==> src/rtl/fir_output_collector_if.sv <==
// Sample stream into the collector and ready/valid drain port toward the host.
interface fir_output_collector_if #(
  parameter int IN_W  = 38,
  parameter int OUT_W = 16
);
  logic                    in_valid;
  logic signed [IN_W-1:0]  y_in;
  logic signed [OUT_W-1:0] out_data;
  logic                    out_valid;
  logic                    out_last;
  logic                    out_ready;

  modport slave  (input  in_valid, y_in, out_ready, output out_data, out_valid, out_last);
  modport master (output in_valid, y_in, out_ready, input  out_data, out_valid, out_last);
endinterface

==> src/rtl/fir_output_collector.sv <==
// FIR sink: skips the N-1 transient outputs, rounds/saturates one frame to Q15
// and buffers it in a small FIFO drained over a ready/valid port.
module fir_output_collector #(
  parameter int N     = 37,
  parameter int IN_W  = 38,
  parameter int OUT_W = 16,
  parameter int SHIFT = 15,
  parameter int FRAME = 1000,
  parameter int DEPTH = 16
)(
  input  logic                   clk,
  input  logic                   rst,
  input  logic                   start,
  fir_output_collector_if.slave  bus,
  output logic                   busy,
  output logic                   done,
  output logic                   sat_flag,
  output logic                   overflow
);
  localparam int AW  = $clog2(DEPTH);
  localparam int SKW = $clog2(N + 1);
  localparam int FCW = $clog2(FRAME + 1);
  localparam int QW  = IN_W + 1 - SHIFT;
  localparam logic [SKW-1:0]          SKIP_LAST = SKW'((N > 1) ? N - 2 : 0);
  localparam logic [FCW-1:0]          FRM_LAST  = FCW'(FRAME - 1);
  localparam logic signed [IN_W:0]    HALF      = (IN_W + 1)'(2 ** (SHIFT - 1));
  localparam logic signed [QW-1:0]    QMAX      = QW'(2 ** (OUT_W - 1) - 1);
  localparam logic signed [QW-1:0]    QMIN      = QW'(-(2 ** (OUT_W - 1)));
  localparam logic signed [OUT_W-1:0] SMAX      = {1'b0, {(OUT_W-1){1'b1}}};
  localparam logic signed [OUT_W-1:0] SMIN      = {1'b1, {(OUT_W-1){1'b0}}};

  typedef enum logic [1:0] {IDLE, SETTLE, CAPTURE, DRAIN} state_t;
  typedef struct packed {
    logic                    last;
    logic signed [OUT_W-1:0] data;
  } entry_t;

  state_t             state, nstate;
  logic [SKW-1:0]     skip_cnt;
  logic [FCW-1:0]     frm_cnt;
  logic               arm, accept, pop, full, wr_en, drop;
  logic signed [IN_W:0]   r;
  logic signed [QW-1:0]   q;
  entry_t             s1, s1_d, head;
  logic               s1_vld, sat_d;
  entry_t             mem [DEPTH];
  logic [AW:0]        wptr, rptr, cnt;

  assign arm    = (state == IDLE) && start;
  assign accept = (state == CAPTURE) && bus.in_valid;

  // FSM: state register
  always_ff @(posedge clk or negedge rst)
    if (!rst) state <= IDLE;
    else      state <= nstate;

  // FSM: next state
  always_comb begin
    nstate = state;
    unique case (state)
      IDLE:    if (start) nstate = (N == 1) ? CAPTURE : SETTLE;
      SETTLE:  if (bus.in_valid && skip_cnt == SKIP_LAST) nstate = CAPTURE;
      CAPTURE: if (accept && frm_cnt == FRM_LAST) nstate = DRAIN;
      DRAIN:   if (done) nstate = IDLE;
      default: nstate = IDLE;
    endcase
  end

  // FSM: outputs. A dropped last sample still ends the frame once the FIFO empties.
  always_comb begin
    busy = (state != IDLE);
    done = 1'b0;
    if (state == DRAIN && !s1_vld)
      done = (cnt == '0) || (cnt == (AW+1)'(1) && pop);
  end

  always_ff @(posedge clk or negedge rst)
    if (!rst) begin
      skip_cnt <= '0;
      frm_cnt  <= '0;
    end else if (arm) begin
      skip_cnt <= '0;
      frm_cnt  <= '0;
    end else begin
      if (state == SETTLE && bus.in_valid) skip_cnt <= skip_cnt + 1'b1;
      if (accept)                          frm_cnt  <= frm_cnt + 1'b1;
    end

  // Round-half-up then clamp to the signed output range
  always_comb begin
    r           = {bus.y_in[IN_W-1], bus.y_in} + HALF;
    q           = QW'(r >>> SHIFT);
    sat_d       = 1'b0;
    s1_d.data   = q[OUT_W-1:0];
    s1_d.last   = (frm_cnt == FRM_LAST);
    if (q > QMAX) begin
      s1_d.data = SMAX;
      sat_d     = 1'b1;
    end else if (q < QMIN) begin
      s1_d.data = SMIN;
      sat_d     = 1'b1;
    end
  end

  always_ff @(posedge clk or negedge rst)
    if (!rst) begin
      s1_vld <= 1'b0;
      s1     <= '0;
    end else begin
      s1_vld <= accept;
      if (accept) s1 <= s1_d;
    end

  always_ff @(posedge clk or negedge rst)
    if (!rst) begin
      sat_flag <= 1'b0;
      overflow <= 1'b0;
    end else if (arm) begin
      sat_flag <= 1'b0;
      overflow <= 1'b0;
    end else begin
      if (accept && sat_d) sat_flag <= 1'b1;
      if (drop)            overflow <= 1'b1;
    end

  // FIFO: a pop in the same cycle frees the slot, so a full FIFO still accepts
  assign cnt   = wptr - rptr;
  assign full  = (cnt == (AW+1)'(DEPTH));
  assign pop   = bus.out_valid && bus.out_ready;
  assign wr_en = s1_vld && (!full || pop);
  assign drop  = s1_vld && full && !pop;

  always_ff @(posedge clk)
    if (wr_en) mem[wptr[AW-1:0]] <= s1;

  always_ff @(posedge clk or negedge rst)
    if (!rst) begin
      wptr <= '0;
      rptr <= '0;
    end else begin
      if (wr_en) wptr <= wptr + 1'b1;
      if (pop)   rptr <= rptr + 1'b1;
    end

  assign head          = mem[rptr[AW-1:0]];
  assign bus.out_valid = (cnt != '0);
  assign bus.out_data  = bus.out_valid ? head.data : '0;
  assign bus.out_last  = bus.out_valid && head.last;
endmodule

==> src/flat_wrapper.sv <==
// flat-port wrapper written by rule: the top's interface ports become plain ports
module fir_output_collector_flat 
#(
  parameter int N     = 37,
  parameter int IN_W  = 38,
  parameter int OUT_W = 16,
  parameter int SHIFT = 15,
  parameter int FRAME = 1000,
  parameter int DEPTH = 16
)
  (clk, rst, start, busy, done, sat_flag, overflow, bus_in_valid, bus_y_in, bus_out_ready, bus_out_data, bus_out_valid, bus_out_last);
  fir_output_collector_if #(.IN_W(IN_W), .OUT_W(OUT_W)) bus_i ();
  input  logic clk;
  input  logic rst;
  input  logic start;
  output logic busy;
  output logic done;
  output logic sat_flag;
  output logic overflow;
  input wire logic [$bits(bus_i.in_valid)-1:0] bus_in_valid;
  input wire logic [$bits(bus_i.y_in)-1:0] bus_y_in;
  input wire logic [$bits(bus_i.out_ready)-1:0] bus_out_ready;
  output wire logic [$bits(bus_i.out_data)-1:0] bus_out_data;
  output wire logic [$bits(bus_i.out_valid)-1:0] bus_out_valid;
  output wire logic [$bits(bus_i.out_last)-1:0] bus_out_last;
  assign bus_i.in_valid = bus_in_valid;
  assign bus_i.y_in = bus_y_in;
  assign bus_i.out_ready = bus_out_ready;
  assign bus_out_data = bus_i.out_data;
  assign bus_out_valid = bus_i.out_valid;
  assign bus_out_last = bus_i.out_last;
  fir_output_collector #(.N(N), .IN_W(IN_W), .OUT_W(OUT_W), .SHIFT(SHIFT), .FRAME(FRAME), .DEPTH(DEPTH)) u_core (.clk(clk), .rst(rst), .start(start), .bus(bus_i), .busy(busy), .done(done), .sat_flag(sat_flag), .overflow(overflow));
endmodule
==> config.mk <==
export PLATFORM = sky130hd
export DESIGN_NAME = fir_output_collector_flat
export DESIGN_NICKNAME = d
export VERILOG_FILES = /design/src/rtl/fir_output_collector_if.sv /design/src/rtl/fir_output_collector.sv /design/src/flat_wrapper.sv
export SDC_FILE = /design/constraint.sdc
export NUM_CORES = 1
export LEC_CHECK = 0
export BUFFER_PORTS_ARGS = -buffer_cell sky130_fd_sc_hd__clkbuf_2
export CAP_MARGIN = 20
export CORE_AREA = 4 4 155 187
export CTS_CLUSTER_SIZE = 40
export DETAILED_ROUTE_END_ITERATION = 10
export DIE_AREA = 0 0 159 191
export PLACE_DENSITY = 0.68
export SETUP_SLACK_MARGIN = 0.02
export SLEW_MARGIN = 10
export SYNTH_ARGS = -nofsm -noshare
export SYNTH_HDL_FRONTEND = slang
export SYNTH_SLANG_ARGS = --single-unit
==> constraint.sdc <==
create_clock -name clk -period 12.4 [get_ports clk]
set_clock_uncertainty 0.15 [all_clocks]
set_input_delay 2.48 -clock clk [delete_from_list [all_inputs] [get_ports clk]]
set_output_delay 2.48 -clock clk [all_outputs]
set_load 0.05 [all_outputs]
## Yosys cells after proc, flatten, opt, wreduce, memory -nomap -nowiden

Memories as Yosys holds them, arrays and structs flattened.
Index checks and enable logic that the tools add are counted.

| word-level totals | value |
|---|---|
| bits in registers | 48 |
| RAM bits | 272 |
| input port bits | 43 |
| output and inout port bits | 22 |
| logic and storage cells | 78 |
| memories | 1 |

Memories:

| name | words | bits a word | rd ports | clocked after Yosys merged registers in | write ports | line | RTL |
|---|---|---|---|---|---|---|---|
| u_core.mem | 16 | 17 | 1 | 0 | 1 | fir_output_collector.sv:46 | `entry_t mem [DEPTH];` |

| cells by class | value |
|---|---|
| $add $sub $neg | 6 |
| order comparisons | 2 |
| equality and inequality tests | 11 |
| muxes and demuxes | 21 |
| reduce and logical (&&, ||, !) cells | 27 |

Operators by type and width:

| cell | number |
|---|---|
| 16-bit 2-to-1 mux | 3 |
| 38-bit by 16-bit adder with 39-bit output, second input constant | 1 |
| 24-bit by 16-bit greater-than comparator with 1-bit output, second input constant | 1 |
| 24-bit by 16-bit less-than comparator with 1-bit output, second input constant | 1 |
| 10-bit 2-to-1 mux | 2 |
| 1-bit logical AND | 13 |
| 6-bit 2-to-1 mux | 2 |
| 10-bit by 1-bit adder with 10-bit output, second input constant | 1 |
| 5-bit by 1-bit adder with 5-bit output, second input constant | 2 |
| 10-bit equality test, second input constant | 1 |
| 2-bit nonzero test | 5 |
| 1-bit 2-to-1 mux | 9 |
| 2-bit 2-to-1 mux | 4 |
| 2-bit case mux with 4 select lines | 1 |
| 6-bit by 1-bit adder with 6-bit output, second input constant | 1 |
| 6-bit equality test, second input constant | 1 |
| 2-bit != test, second input constant | 3 |
| 5-bit by 1-bit equality test with 1-bit output, second input constant | 1 |
| 5-bit equality test, second input constant | 1 |
| 5-bit zero test | 1 |
| 5-bit nonzero test | 1 |
| 5-bit subtractor | 1 |
| 2-bit equality test, second input constant | 2 |
| 4-bit AND reduction | 1 |
| other kinds (5) | 8 |

## Longest topological paths before layout

Gate-level depths: netlist of the first run.

| depth | value |
|---|---|
| word-level depth | 8 |
| gate-level depth with buffers | 12 |
| depth with buffers taken out | 11 |

## Worst setup path before layout of the first run

OpenSTA, ideal clock, no wires.

| timing path | value |
|---|---|
| kind | flip-flop to output port |
| from | register u_core.rptr[1] |
| to | output port bus_out_data[0] |
| data arrival time | 3.263 ns |
| required time | 9.770 ns |
| path slack | 6.507 ns |
| stages on the path, launching flop included | 12 |
| path buffers | 3 |
| path through | dfrtp_1 -> clkbuf_1 -> clkbuf_1 -> inv_1 -> fa_1 -> and2_1 -> nor3b_1 -> o21ba_2 -> o211ai_1 -> nor3_1 -> clkbuf_1 -> nor2b_1 |

| between the ends | value |
|---|---|
| word-level cells in the longest chain between the ends | 3 |

Ends and longest elaborated chain:

| item | line | RTL |
|---|---|---|
| start: declaration | fir_output_collector.sv:47 | `logic [AW:0] wptr, rptr, cnt;` |
| start signal: assignment | fir_output_collector.sv:142 | `if (pop) rptr <= rptr + 1'b1;` |
| 5-bit subtractor | fir_output_collector.sv:127 | `assign cnt = wptr - rptr;` |
| 5-bit nonzero test | fir_output_collector.sv:146 | `assign bus.out_valid = (cnt != '0);` |
| 16-bit 2-to-1 mux * | fir_output_collector.sv:147 | `assign bus.out_data = bus.out_valid ? head.data : '0;` |
| end: declaration | flat_wrapper.sv:23 | `output wire logic [$bits(bus_i.out_data)-1:0] bus_out_data;` |

Mark *: on every way between the ends. The rest lies on a longest branch, timed or not.

## Worst setup path in the final report of the first run

| timing path | value |
|---|---|
| from | register u_core.rptr[1] |
| to | output port bus_out_data[12] |

Same word-level chain as after synthesis.

==> results of run 1 <==
layer usage:
| layer | wire length (um) | vias to the layer above | share of wire [%] | track usage [%] |
|---|---|---|---|---|
| met1 | 11000 | 3618 | 40 | 23.7 |
| met3 | 1430 | 35 | 5.2 | 2.50 |
| met5 | 0 | - | 0 | 0 |
| li1 | - | 3127 | - | - |
| met2 | 14700 | 211 | 53 | 33.2 |
| met4 | 459 | 0 | 1.7 | 4.27 |
worst max-delay path, stage by stage, from the launching register on:
cell and delay (ns):
sky130_fd_sc_hd__dfrtp_2 0.34, sky130_fd_sc_hd__buf_4 0.77, sky130_fd_sc_hd__inv_1 0.22, sky130_fd_sc_hd__fa_1 0.51, sky130_fd_sc_hd__and2_1 0.19, sky130_fd_sc_hd__nor3b_1 0.15, sky130_fd_sc_hd__o21ba_2 0.20, sky130_fd_sc_hd__o211ai_1 0.38
sky130_fd_sc_hd__nor3_2 0.06, sky130_fd_sc_hd__buf_4 0.25, sky130_fd_sc_hd__nor2b_1 0.16, sky130_fd_sc_hd__clkbuf_2 0.31
final cells by class:
cell class                      count  share of cell area [%]
Sequential cell                   320                    62.2
Multi-Input combinational cell    373                    25.4
Clock buffer                       35                    5.24
Timing Repair Buffer               77                    3.06
Tap cell                          340                    2.82
Clock inverter                     18                   0.822
Inverter                           17                   0.423
state kept, by name (all words and copies together) (netlist names):
register and flops:
u_core.mem 272, u_core.s1 17, u_core.frm_cnt 10, u_core.skip_cnt 6
u_core.rptr 5, u_core.wptr 5, u_core.state 2, u_core.overflow 1
u_core.s1_vld 1, u_core.sat_flag 1
per-stage QoR:
| stage | area, um2 | worst slack [ns] | utilization, % | total power, W | hold WS, ns |
|---|---|---|---|---|---|
| 2_1_floorplan | 13400 | 6.51 | - | 0.00250 | 0.311 |
| 3_3_place_gp | 14100 | 6.27 | 52.2 | 0.00280 | 0.332 |
| 3_5_place_dp | 14100 | 6.17 | 52.3 | 0.00284 | 0.325 |
| 4_1_cts | 15000 | 5.58 | 55.7 | 0.00369 | 0.339 |
| 5_1_grt | 15100 | 5.36 | 55.8 | 0.00384 | 0.354 |
| 6_report | 15100 | 5.65 | 55.8 | 0.00366 | 0.336 |
cell families after synthesis:
group	after synthesis	share of synthesized area (%)
mux	89	14.6
flops	320	70.0
buf+inv	52	1.51
xor+xnor	36	2.36
fa+ha+maj	18	1.74
simple gates	182	6.99
compound gates	48	2.73
Yosys cell counts, drive strengths merged (2+ instances only):
| cell type | count | share of area [%] |
|---|---|---|
| buf | 8 | 0.27 |
| mux2 | 2 | 0.17 |
| and3 | 10 | 0.48 |
| xnor2 | 17 | 1.1 |
| edfxtp | 272 | 61 |
| xor2 | 19 | 1.2 |
| nand3 | 21 | 0.82 |
| a21oi | 6 | 0.22 |
| nand4 | 11 | 0.56 |
| mux2i | 2 | 0.15 |
| and2 | 3 | 0.14 |
| a31oi | 2 | 0.094 |
| o211ai | 3 | 0.17 |
| nand2b | 5 | 0.23 |
| o21ai | 8 | 0.30 |
| nor2b | 19 | 0.89 |
| nor3 | 12 | 0.45 |
| nor4 | 7 | 0.37 |
| or4 | 4 | 0.28 |
| dfrtp | 48 | 9.0 |
| or2 | 2 | 0.094 |
| a211oi | 3 | 0.17 |
| or3 | 3 | 0.14 |
| and4 | 2 | 0.13 |
| inv | 16 | 0.45 |
| mux4 | 85 | 14 |
| clkbuf | 27 | 0.76 |
| nor2 | 38 | 1.1 |
| ha | 17 | 1.6 |
| o311ai | 15 | 1.0 |
| nand2 | 43 | 1.2 |
worst max-delay path by stage:
stage | cells after the start | endpoint | slack [ns] | start
3_5_place_dp | 11 | bus_out_data[1] | 6.17 | u_core.rptr[1]
3_3_place_gp | 11 | bus_out_data[13] | 6.27 | u_core.rptr[1]
5_1_grt | 11 | bus_out_data[0] | 5.36 | u_core.rptr[1]
4_1_cts | 11 | bus_out_data[12] | 5.58 | u_core.rptr[1]
2_1_floorplan | 11 | bus_out_data[0] | 6.51 | u_core.rptr[1]
6_report | 11 | bus_out_data[12] | 5.65 | u_core.rptr[1]
power by group through the flow:
stage / Sequential [W] / Clock, W / Combinational, W
2_1_floorplan: 0.00151 / 0 / 0.000992
3_3_place_gp: 0.00157 / 0 / 0.00123
3_5_place_dp: 0.00160 / 0 / 0.00125
4_1_cts: 0.00157 / 0.000863 / 0.00125
5_1_grt: 0.00160 / 0.000915 / 0.00133
6_report: 0.00158 / 0.000847 / 0.00123
==> summary.md, run 1 <==
| Metric | Value |
|---|---|
| Final-stage net count | 879 |
| HPWL reported at the end of detailed placement | 16700 um |
| Switching Share | 35.9% |
| Area taken by multi-input logic gates | 0.00383 mm2 |
| Worst min-delay path class | flop to flop |
| Async set-or-reset flop fraction in the synthesized netlist | 15.0% |
| Switching power | between 0.001 and 0.0015 W |
| Number of buffers between clock root and the deepest sink | 3 |
| Worst min-delay path startpoint | u_core.rptr[4] |
| Clock insertion delay at the later pin of the skew report | 0.54 ns |
| Synth warn | 0 |
| Sequential element share of the synthesized area | 70.0% |
| Clock share of power | 23.2% |
| Number of rows in the core area | 66 |
| Clock slew seen by the registers of the worst setup and hold paths | approximately 0.070 ns |
| Capture point of the worst reg-to-reg path | u_core.mem[7][9] |
| Placed Cells | 1124 |
| Io pins | 65 |
| Number of post-CTS setup repair buffers | 0 |
| CTS tree | yes |
| P per Cell Area | 243 mW/mm2 |
| Count of flip-flops with a built-in enable after synthesis | 272 |
| H-tree depth | 1 |
| Number of antenna violations at the first check in global routing | 0 |
| Via count normalized by instance count | between 5 and 6 |
| Clock Sink Count | between 300 and 400 |
| Top library cells by usage in the layout, fill and taps aside | 272 x sky130_fd_sc_hd__edfxtp_1, 85 x sky130_fd_sc_hd__mux4_2, 50 x sky130_fd_sc_hd__clkbuf_2, 46 x sky130_fd_sc_hd__dfrtp_1, 43 x sky130_fd_sc_hd__nand2_1 |
| Max Clk Rate | 0.148 GHz |
| Detailed-router iteration count before antenna repair | 7 |
| Worst r2r src | u_core.rptr[1] |
| Filler instances | 2007 |
| Relative slew slack | 25.2% |
| Worst Path Arrival | 4.12 ns |
| Pin count of the biggest net entering global routing | 73 |
| Vias after detailed routing | 6991 |
| Pin slew with the least headroom to its limit | 1.12 ns |
| Required time of the critical path | between 9 and 10 ns |
| Resized Gates After CTS | 0 |
| Die outline width | between 150 and 200 um |
| Final clock period utilization by the worst path | 54.5% |
| Number of buffers inserted for hold repair after clock tree synthesis | 0 |
| Maximum fanout encountered on the critical timing path | 72 |
| Num CTS Buffers | 29 |
| Number of max-slew violations in the final report | 0 |
| Yosys reg bits | 320 |
| Drc violations | 0 |
| Overall fraction of global-route tracks in use | 18.3% |
| Combinational Power Share | 33.7% |
| Worst Setup End Kind | output pin |
| Gate count after technology mapping | ~750 |
| Static power due to leakage | slightly above 5 nW |
| Max IR drop VDD | 0.128 mV |
| Status | finished, final reports clean |
| DIE HEIGHT | 191 um |
| Vias in the first global route | 7258 |
| Total Die Area | 0.0304 mm2 |
| Period minus WS final | 6.75 ns |
| I/O Buffers | 50 |
| Power share of the sequential group | 43.1% |
| Synth Flop Type | sky130_fd_sc_hd__edfxtp_1 |
| Clock root buffer | sky130_fd_sc_hd__clkbuf_16 |
| Combined area of all synthesized cells | between 0.01 and 0.015 mm2 |
| Area of the core | 0.0270 mm2 |
| Last weighted congestion value of the routability-driven placer | between 0.9 and 1 |
| Setup violation total in the final timing report | 0 |
| Diode count | 0 |
| Wirelength per Cell | approximately 23 um |
| Final routed wirelength across all metal layers | 27600 um |
| RSZ-0062 raised after global routing | false |
| First-pass GRT wire length | 43000 um |
| Worst Setup Start Kind | flop |
| Sequential standard cell area | 0.00937 mm2 |
| Number of maximum-capacitance violations | 0 |
| Most common library cell in the layout ignoring fill and taps | sky130_fd_sc_hd__edfxtp_1 |
| Share of post-route cells with drive strength above 1 | roughly 28% |
| Number of standard cells in the layout, taps in and fillers out | 1180 |
| Residual antenna-violating net count after detailed routing | 0 |
| Nets in the synthesized netlist | 806 |
| Initial detailed-routing violation count | 597 |
| Worst hold path cell count | 1 |
| Layout overhead on the synthesized area | 12.7% |
| Mapped Avg Cell Area | ~18 um2 |
| Setup TNS | 0 ns |
| Starting utilization of the core area | 49.5% |
| Logic depth of the worst register-to-register path | 11 |
| Worst min-delay path endpoint | u_core.rptr[4] |
| Internal cell power | 0.00234 W |
| Total grt overflow | 0 |
| Yosys cell types | 55 |
| WS Path Type | flop to output pin |
| Internal reg-to-reg setup slack | 7.27 ns |
| Total count of hold-check failures in the final report | 0 |
Note: power is estimated with default switching activity, not from simulation.
==> run 2, diff against run 1 <==
==> constraint.sdc (replaced) <==
create_clock -name clk -period 6.7 [get_ports clk]
set_clock_uncertainty 0.15 [all_clocks]
set_input_delay 1.34 -clock clk [delete_from_list [all_inputs] [get_ports clk]]
set_output_delay 1.34 -clock clk [all_outputs]
set_load 0.05 [all_outputs]
==> run 2 against run 1 <==
Net effect:
- total power is 84% higher
- critical path depth stayed put
- highest routed layer unchanged
- die area stayed put
- clock-buffer cell count is 2 higher
- register-to-register slack worse by 5.4 ns
- first-iteration DRC count is 15% lower
- wire length is 0.97% lower
- sequential cell count stayed put
==> summary.md, run 2 (same netlist as run 1, synthesis figures left out) <==
| Metric | Value |
|---|---|
| Worst min-delay path startpoint | u_core.rptr[4] (unchanged) |
| Area taken by multi-input logic gates | 0.00383 mm2 (about the same) |
| Overall fraction of global-route tracks in use | 18.0% (was 18.3%) |
| Worst Setup End Kind | output pin (unchanged) |
| Area after detailed placement | 0.0141 mm2 (about the same) |
| Status | finished, final reports clean (unchanged) |
| Worst r2r src | u_core.rptr[0] (was u_core.rptr[1]) |
| Most common library cell in the layout ignoring fill and taps | sky130_fd_sc_hd__edfxtp_1 (unchanged) |
| Sequential standard cell area | 0.00937 mm2 (unchanged) |
| Io pins | 65 (unchanged) |
| Last weighted congestion value of the routability-driven placer | 0.928 (was 0.944) |
| Via count normalized by instance count | 5.94 (was 5.92) |
| Total grt overflow | 0 (unchanged) |
| Wirelength per Cell | 23.2 um (was 23.4 um) |
| Vias after detailed routing | 6990 (was 6991) |
| Static power due to leakage | 5.14 nW (was 5.15 nW) |
| Detailed-router iteration count before antenna repair | 5 (was 7) |
| Worst Path Arrival | 3.87 ns (was 4.12 ns) |
| Met2 Track Usage GR | 33.9% (was 33.2%) |
| Top library cells by usage in the layout, fill and taps aside | 272 x sky130_fd_sc_hd__edfxtp_1, 85 x sky130_fd_sc_hd__mux4_2, 50 x sky130_fd_sc_hd__clkbuf_2, 46 x sky130_fd_sc_hd__dfrtp_1, 43 x sky130_fd_sc_hd__nand2_1 (unchanged) |
| CTS tree | yes (unchanged) |
| Number of buffers between clock root and the deepest sink | 3 (unchanged) |
| Logic depth of the worst register-to-register path | 11 (unchanged) |
| Final routed wirelength across all metal layers | 27300 um (was 27600 um) |
| Final setup margin | 1.34 ns (was 5.65 ns) |
| Max FFs per register | 272 (unchanged) |
| Diode count | 0 (unchanged) |
| Number of buffers inserted for hold repair after clock tree synthesis | 0 (unchanged) |
| Switching power | 0.00238 W (was 0.00131 W) |
| Total count of hold-check failures in the final report | 0 (unchanged) |
| Worst min-delay path endpoint | u_core.rptr[4] (unchanged) |
| Number of maximum-capacitance violations | 0 (unchanged) |
| Relative slew slack | 25.8% (was 25.2%) |
| Most Used Layer, Global Route | met2 (unchanged) |
| Met1 track demand over resource in global routing | 22.3% (was 23.7%) |
| Starting utilization of the core area | 49.5% (unchanged) |
| Clock share of power | 22.7% (was 23.2%) |
| Clock insertion delay at the later pin of the skew report | 0.54 ns (about the same) |
| Area of the core | 0.0270 mm2 (unchanged) |
| Sum of internal, switching and leakage power | 0.00672 W (was 0.00366 W) |
| Die outline width | 159 um (unchanged) |
| Internal reg-to-reg setup slack | 1.82 ns (was 7.27 ns) |
| GRT met3 Usage | 2.05% (was 2.50%) |
| P per Cell Area | 448 mW/mm2 (was 243 mW/mm2) |
| Required time of the critical path | 5.21 ns (was 9.77 ns) |
| Clock root buffer | sky130_fd_sc_hd__clkbuf_16 (unchanged) |
| Capture point of the worst reg-to-reg path | u_core.mem[7][9] (unchanged) |
| I/O Buffers | 50 (unchanged) |
| HPWL reported at the end of detailed placement | 16600 um (was 16700 um) |
| First-pass GRT wire length | 42100 um (was 43000 um) |
| Drc violations | 0 (unchanged) |
| Vias in the first global route | 7233 (was 7258) |
| Max Clk Rate | 0.187 GHz |
| Number of antenna violations at the first check in global routing | 0 (unchanged) |
| Setup TNS | 0 ns (unchanged) |
| Worst hold path cell count | 1 (unchanged) |
| Switching Share | 35.4% (was 35.9%) |
| Final clock period utilization by the worst path | roughly four fifths |
| Final Instance Area | 0.0150 mm2 (was 0.0151 mm2) |
| Period minus WS final | 5.36 ns |
| Internal cell power | 0.00434 W (was 0.00234 W) |
| Pre-CTS WS | 1.77 ns (was 6.17 ns) |
| WS Path Type | flop to output pin (unchanged) |
| Residual antenna-violating net count after detailed routing | 0 (unchanged) |
| Worst Setup Start Kind | flop (unchanged) |
| Combinational Power Share | 33.7% (about the same) |
| Filler instances | 1999 (was 2007) |
| Power share of the sequential group | 43.6% (was 43.1%) |
| Clock Sink Count | 320 (unchanged) |
| Pin slew with the least headroom to its limit | 1.11 ns (was 1.12 ns) |
| Worst min-delay path class | flop to flop (unchanged) |
| DIE HEIGHT | 191 um (unchanged) |
| RSZ-0062 raised after global routing | false (unchanged) |
| H-tree depth | 1 (unchanged) |
| Resized Gates After CTS | 0 (unchanged) |
| Number of max-slew violations in the final report | 0 (unchanged) |
| Number of post-CTS setup repair buffers | 0 (unchanged) |
| Number of rows in the core area | 66 (unchanged) |
| Initial detailed-routing violation count | 509 (was 597) |
| Layout overhead on the synthesized area | 12.2% (was 12.7%) |
| Num CTS Buffers | 28 (was 29) |
| Share of post-route cells with drive strength above 1 | 26.4% (was 27.5%) |
| Clock slew seen by the registers of the worst setup and hold paths | 0.07 ns (about the same) |
| Total Die Area | 0.0304 mm2 (unchanged) |
| Max IR drop VDD | 0.275 mV (was 0.128 mV) |
| Final-stage net count | 876 (was 879) |
| Setup violation total in the final timing report | 0 (unchanged) |
| Maximum fanout encountered on the critical timing path | 34 (was 72) |
| Pin count of the biggest net entering global routing | 72 (was 73) |
[run 2: how the worst max path moves through the flow]
stage              startpoint                 end  slack [ns]  cells after the start
2_1_floorplan  u_core.rptr[1]     bus_out_data[0]        1.95                     11
3_3_place_gp   u_core.rptr[0]  u_core.mem[12][11]        1.88                     11
3_5_place_dp   u_core.rptr[0]    u_core.mem[4][9]        1.77                     11
4_1_cts        u_core.rptr[0]    bus_out_data[12]        1.26                     11
5_1_grt        u_core.rptr[0]    bus_out_data[12]        1.07                     11
6_report       u_core.rptr[0]    bus_out_data[12]        1.34                     11
[run 2: per-layer routing]
metal  part of all wire (%)  routed length, um
met5                      0                  0
met4                    1.8                481
met3                    5.4               1480
met2                     54              14700
met1                     39              10700
[run 2: final cells by class]
class | instances | share of cell area (%)
flip-flops and latches | 320 | 62.4
multi-input cells | 373 | 25.5
clock buffers | 37 | 5.17
repair buffers | 75 | 2.94
well taps | 340 | 2.83
clock inverters | 15 | 0.675
inverters | 17 | 0.425
[run 2: stage by stage]
stage	util, %	instances	hold slack, ns
2_1_floorplan	-	745	0.311
3_3_place_gp	52.2	1122	0.330
3_5_place_dp	52.2	1122	0.331
4_1_cts	55.5	1174	0.340
5_1_grt	55.6	1177	0.369
6_report	55.6	1177	0.341
[run 2: critical path, stage by stage (launching register included)]
cell	delay (ns)
sky130_fd_sc_hd__dfrtp_4	0.87
sky130_fd_sc_hd__ha_1	0.27
sky130_fd_sc_hd__inv_1	0.06
sky130_fd_sc_hd__fa_1	0.42
sky130_fd_sc_hd__and2_1	0.20
sky130_fd_sc_hd__nor3b_1	0.14
sky130_fd_sc_hd__o21ba_2	0.20
sky130_fd_sc_hd__o211ai_1	0.38
sky130_fd_sc_hd__nor3_2	0.06
sky130_fd_sc_hd__buf_4	0.25
sky130_fd_sc_hd__nor2b_1	0.16
sky130_fd_sc_hd__clkbuf_2	0.32
[run 2: power groups by stage]
stage                     registers (W)  clock network (W)  logic [W]
after global placement          0.00293                  0    0.00225
final                           0.00293            0.00153    0.00227
after global routing            0.00298            0.00163    0.00244
after CTS                       0.00293            0.00155    0.00230
after detailed placement        0.00298                  0    0.00229
after floorplan                 0.00279                  0    0.00184
